## src/rtl/captura_entradas_pkg.sv

```systemverilog
// rtl/captura_entradas_pkg.sv - shared types and vector layout for the input-conditioning stage
package pkg_entradas;

    typedef enum logic [1:0] {
        ESTAVEL,
        CONTANDO,
        ATUALIZA
    } est_t;

    localparam int VET_W = 6;

    // Layout of the conditioned vector: {e[1:0], p[3:0]}
    localparam int E_MSB = 5;
    localparam int E_LSB = 4;
    localparam int P_MSB = 3;
    localparam int P_LSB = 0;

endpackage

```

## src/rtl/captura_entradas_sincronizador.sv

```systemverilog
// rtl/captura_entradas_sincronizador.sv - two-flop synchronizer for asynchronous switch levels
module sincronizador #(
    parameter int W = 1
) (
    input  logic         clk,
    input  logic         rst_n,
    input  logic [W-1:0] d,
    output logic [W-1:0] q
);

    logic [W-1:0] s1;

    always_ff @(posedge clk or negedge rst_n) begin
        if (!rst_n) begin
            s1 <= '0;
            q  <= '0;
        end else begin
            s1 <= d;
            q  <= s1;
        end
    end

endmodule

```

## src/rtl/captura_entradas.sv

```systemverilog
// rtl/captura_entradas.sv - synchronizes and debounces {e,p} as one vector, publishing only settled values
module captura_entradas
    import pkg_entradas::*;
#(
    parameter int DEB_CICLOS = 16
) (
    input  logic       clk,
    input  logic       rst_n,
    input  logic [1:0] e_raw,
    input  logic [3:0] p_raw,
    output logic [1:0] e,
    output logic [3:0] p,
    output logic       mudou,
    output logic       estavel
);

    localparam int CNT_W = $clog2(DEB_CICLOS);
    localparam logic [CNT_W-1:0] CNT_MAX = CNT_W'(DEB_CICLOS - 1);

    logic [VET_W-1:0] s2;
    logic [VET_W-1:0] candidate;
    logic [VET_W-1:0] vet_pub;
    logic [CNT_W-1:0] cnt;
    est_t             state;

    sincronizador #(.W(VET_W)) u_sinc (
        .clk   (clk),
        .rst_n (rst_n),
        .d     ({e_raw, p_raw}),
        .q     (s2)
    );

    assign e = vet_pub[E_MSB:E_LSB];
    assign p = vet_pub[P_MSB:P_LSB];

    // The whole vector is debounced together so downstream never sees a mix of old and new bits.
    always_ff @(posedge clk or negedge rst_n) begin
        if (!rst_n) begin
            state     <= ESTAVEL;
            candidate <= '0;
            vet_pub   <= '0;
            cnt       <= '0;
            mudou     <= 1'b0;
            estavel   <= 1'b1;
        end else begin
            mudou <= 1'b0;
            case (state)
                ESTAVEL: begin
                    if (s2 != vet_pub) begin
                        candidate <= s2;
                        cnt       <= '0;
                        state     <= CONTANDO;
                        estavel   <= 1'b0;
                    end
                end
                CONTANDO: begin
                    if (s2 == vet_pub) begin
                        state   <= ESTAVEL;
                        estavel <= 1'b1;
                    end else if (s2 != candidate) begin
                        candidate <= s2;
                        cnt       <= '0;
                    end else if (cnt == CNT_MAX) begin
                        vet_pub <= candidate;
                        state   <= ATUALIZA;
                        mudou   <= 1'b1;
                    end else begin
                        cnt <= cnt + 1'b1;
                    end
                end
                ATUALIZA: begin
                    state   <= ESTAVEL;
                    estavel <= 1'b1;
                end
                default: begin
                    state   <= ESTAVEL;
                    estavel <= 1'b1;
                end
            endcase
        end
    end

endmodule
```

## config.mk

```make
export PLATFORM = sky130hd
export DESIGN_NAME = captura_entradas
export DESIGN_NICKNAME = d
export VERILOG_FILES = /design/src/rtl/captura_entradas_pkg.sv /design/src/rtl/captura_entradas_sincronizador.sv /design/src/rtl/captura_entradas.sv
export SDC_FILE = /design/constraint.sdc
export NUM_CORES = 1
export LEC_CHECK = 0
export CORE_MARGIN = 10
export CORE_UTILIZATION = 40
export CTS_BUF_LIST = sky130_fd_sc_hd__clkbuf_16
export CTS_CLUSTER_DIAMETER = 80
export DETAILED_ROUTE_END_ITERATION = 12
export DONT_BUFFER_PORTS = 1
export SETUP_SLACK_MARGIN = 0.05
export SLEW_MARGIN = 5
export SYNTH_ARGS = -nofsm -noshare
export SYNTH_HDL_FRONTEND = slang
export SYNTH_HIERARCHICAL = 1
export SYNTH_SLANG_ARGS = --single-unit
export TNS_END_PERCENT = 10
```

## constraint.sdc

```tcl
create_clock -name clk -period 2.4 [get_ports clk]
set_input_delay 0.36 -clock clk [delete_from_list [all_inputs] [get_ports clk]]
set_output_delay 0.36 -clock clk [all_outputs]
set_load 0.01 [all_outputs]
```

Word-level counts from Yosys, hierarchy flattened
Index checks and enable logic that the tools add are counted.

Register bits after elaboration: 32. Latch bits: 0. Memory bits (writable): 0. Bits in read-only memories: 0. Logic and storage cells: 51. Memories kept: 0.

$add $sub $neg: 1. Multipliers: 0. Div/mod/pow operators: 0. Magnitude comparators: 0. Equality and inequality tests: 12. Shifts and indexed selects: 0. Mux-type cells: 21. Bitwise logic cells: 2. Reduce and logical (&&, ||, !) cells: 7.

Operators with widths (number): two-way mux 6 bit (3); two-way mux 4 bit (4); != test 6 bit (2); case mux 6 bit (2 select lines) (1); AND reduction 4 bit (3); != test 3 bit, second input constant (3); two-way mux 2 bit (4); != test 2 bit, second input constant (4); case mux 4 bit (2 select lines) (1); == test 6 bit (1); two-way mux 1 bit (6); adder 4 x 1 -> 4 bit, second input constant (1); == test 4 bit, second input constant (1); case mux 2 bit (2 select lines) (1); AND reduction 3 bit (1); == test 2 x 1 -> 1 bit, second input constant (1); logical NOT 2 bit (1); NOT 1 bit (2); case mux 1 bit (2 select lines) (1); AND reduction 2 bit (1); nonzero test 2 bit (1).

Depth between registers and ports, before layout
Word-level depth: 5. Gate-level depth with buffers: 7.

Modules after synthesis
The synthesis kept the hierarchy.

By module, submodules not included: captura_entradas (times used 1, cells an instance 79, area each 1001.0 um2, seq. area each 501.7 um2); sincronizador (times used 1, cells an instance 12, area each 300.3 um2, seq. area each 300.3 um2).

Worst setup path before layout
No wires, ideal clock.

Path type: register -> register. Start: register vet_pub[4]. End: register cnt[2]. Setup time: 0.131 ns. Data arrival time: 1.532 ns. Required time: 2.269 ns. Path slack: 0.737 ns. Cell stages (with the launch flop): 8. Cells stage by stage: dfrtp_1 xnor2_1 nand4_1 o21ba_1 buf_2 buf_2 a311oi_1 o22ai_1.

Word-level cells in the longest chain between the ends: 3.

RTL lines: from (decl) (line captura_entradas.sv:22) `logic [VET_W-1:0] vet_pub;`; from (signal assigned) (line captura_entradas.sv:64) `vet_pub <= candidate;`; == test 6 bit or != test 6 bit (tied branches) (line captura_entradas.sv:57, captura_entradas.sv:49); != test 2 bit (no source line); AND reduction 4 bit (no source line) *; to (signal assigned) (line captura_entradas.sv:68) `cnt <= cnt + 1'b1;`; to (decl) (line captura_entradas.sv:23) `logic [CNT_W-1:0] cnt;`.

Mark *: on every way between the ends. The rest lies on a longest branch, timed or not. A chain may end at the register's enable or synchronous reset.

Worst setup path in the final report
Start: register u_sinc.q[0]. End: register vet_pub[2].

Word-level cells in the longest chain between the ends: 3.

RTL lines: from (decl) (line captura_entradas_sincronizador.sv:8) `output logic [W-1:0] q`; from (signal assigned) (line captura_entradas_sincronizador.sv:16) `q <= '0;`; from (signal assigned) (line captura_entradas_sincronizador.sv:19) `q <= s1;`; != test 6 bit or == test 6 bit (tied branches) (line captura_entradas.sv:60, captura_entradas.sv:57); NOT 1 bit (no source line); AND reduction 4 bit (no source line) *.

Marked as above.

==> qor.csv <==
metric;value;unit
run_status;complete, no violations;
min_period;1870;ps
drv_slew;0;
gp_congestion;0.741;
cts_root_buffer;clkbuf_16;
grt_pass1_vias;753;
drive_gt1_share;17.0;%
grt.overflow.total;0;
rows;20;
ys_types;24;
worstPathRequired;2550;ps
grt_max_degree;33;
hold_viol;0;
die_h;77.0;um
path_class;register to register;
syn_nets;100;
first_pass_iters;4;
yosysSeqAreaShare;61.6;%
initial_utilization;42.3;%
grt_pass1_wl;3620;um
num_vias;684;
hold_class;primary input to register;
ys_ff_latch;32;
rsz0062_at_grt;false;
gr-usage-all-layers;8.03;%
crit_path_end_kind;register;
area_growth;18.8;%
place.detailed.hpwl;1490;um
cts_setup_buffers;0;
cts_tree;yes;
whs;112;ps
clk_latency;270;ps
critPathLaunchType;register;
antenna_left;0;
slew_headroom;65.8;%
utilization;50.2;%
die-area;5930;um^2
coreArea;3080;um^2
avgSynthCellArea;14.3;um^2
dieWidth;77.0;um
cts_max_level;2;
cts_buffers;5;
port_buffers;0;
r2r_setup_slack;530;ps
io-pin-count;16;
maxCapViolCount;0;
peakVddDrop;0.000516;V
clock.fmax;535;MHz
drtIter0Drc;66;
synthCells;91;
cts_buffer_depth;2;
vias_per_cell;4.75;
cp.arrival;2020;ps
final.setup.tns;0;ps
min_period_over_period;77.9;%
p_leak;0.671;nW
wl_per_cell;14.4;um
antenna_found_initial;0;
syn_area;1300;um^2
setup_viol;0;
drc;0;
clkSinkCount;32;
clk_pin_slew;50;ps
cp_max_fo;8;
synth_warnings;6;
nets;108;
fin_worst_skew;4.65;ps
p_per_area;855;nW/um^2
power;0.00132;W
wirelength;2070;um
tightest_slew;509;ps
diodes;0;
timing repair:
item / 4_1_cts / 5_1_grt
endpoints found under the setup margin: 0 / 0
hold buffers: 2 / 0
resized for setup: 0 / 0
endpoints found under the hold margin: 32 / 0
layout by cell type, fill, tap and decap left out, types with 2 or more instances in the layout:
cell and count:
nand2_1 2, mux2_1 6, a21boi_1 2, and3_1 3
clkinv_1 2, mux2_4 6, clkbuf_16 5, inv_1 6
nand4_1 4, xor2_1 3, o22ai_1 3, dfrtp_1 31
nor3_1 2, xnor2_1 9, nand3_1 2
worst paths after layout:
kind / from / end / cells after the start
max: u_sinc/q[0] / vet_pub[2] / 5
min: p_raw[3] / u_sinc/s1[3] / 0
max reg2reg: u_sinc/q[0] / vet_pub[2] / 5
min reg2reg: u_sinc/s1[5] / u_sinc/q[5] / 0
max in group asynchronous: rst_n / estavel / 2
min in group asynchronous: rst_n / vet_pub[5] / 2
through the flow:
stage          instances  area, um^2  worst slack [ps]
3_3_place_gp         134        1350               567
3_5_place_dp         134        1350               537
2_1_floorplan         91        1300               737
5_1_grt              144        1550               386
6_report             144        1550               531
4_1_cts              144        1550               523
report_power, final:
group,internal (W),switching (W),leakage (nW),total (W)
sequential,0.000564,0.0000174,0.397,0.000582
clock,0.000481,0.000207,0.0789,0.000688
combinational,0.0000245,0.0000287,0.196,0.0000532
total,0.00107,0.000253,0.671,0.00132
Yosys cell counts:
library cell | instances | area share, %
nor4_4 | 1 | 1.6
nand4_1 | 4 | 1.9
buf_2 | 2 | 0.77
a311oi_1 | 1 | 0.67
inv_1 | 6 | 1.7
a21boi_1 | 2 | 1.2
mux2_4 | 6 | 6.9
and3_1 | 3 | 1.4
dfrtp_1 | 31 | 60
nand2_1 | 2 | 0.58
ha_1 | 1 | 0.96
o21ba_1 | 1 | 0.77
or2_1 | 1 | 0.48
o21a_1 | 1 | 0.58
o22ai_1 | 3 | 1.4
xor2_1 | 3 | 2.0
dfstp_2 | 1 | 2.0
xnor2_1 | 9 | 6.1
nand3_4 | 1 | 1.3
nor3_1 | 2 | 0.77
o21ai_0 | 1 | 0.38
nand3_1 | 2 | 0.77
mux2i_1 | 1 | 0.77
mux2_1 | 6 | 5.2
registers in the layout (all words and copies together), names as in the netlist:
register   flops
u_sinc/s1      6
vet_pub        6
candidate      6
state          2
cnt            4
mudou          1
estavel        1
u_sinc/q       6
cell families after synthesis:
| group | after synthesis | share of synthesized area [%] |
|---|---|---|
| AND/OR/NAND/NOR | 16 | 8.94 |
| buffers and inverters | 8 | 2.50 |
| AO/OA/AOI/OAI | 9 | 5.00 |
| adder cells (fa/ha/maj) | 1 | 0.961 |
| multiplexers | 13 | 12.9 |
| flip-flops | 32 | 61.6 |
| XOR/XNOR | 12 | 8.08 |
per-layer routing:
layer	routed length, um	track usage, %	part of all wire, %	vias up
met2	889	10.6	43	15
met4	69	7.12	3.3	0
met3	134	4.08	6.5	6
met5	0	0	0	-
met1	978	9.19	47	325
li1	-	-	-	338
layout make-up:
| cell class | instances | area, um^2 |
|---|---|---|
| clock buffer | 5 | 125 |
| clock inverter | 3 | 37.5 |
| fill | 277 | 1530 |
| inverter | 6 | 22.5 |
| multi-input combinational | 51 | 467 |
| sequential | 32 | 802 |
| tap | 44 | 55.1 |
| timing repair buffer | 3 | 37.5 |
critical path: stages (launching register included):
cell and delay [ps]:
dfrtp_1 410, xnor2_1 200, nand4_1 170, nor4_4 410, nand3_4 210, mux2_4 340
Power figures use the tool's default switching activity.
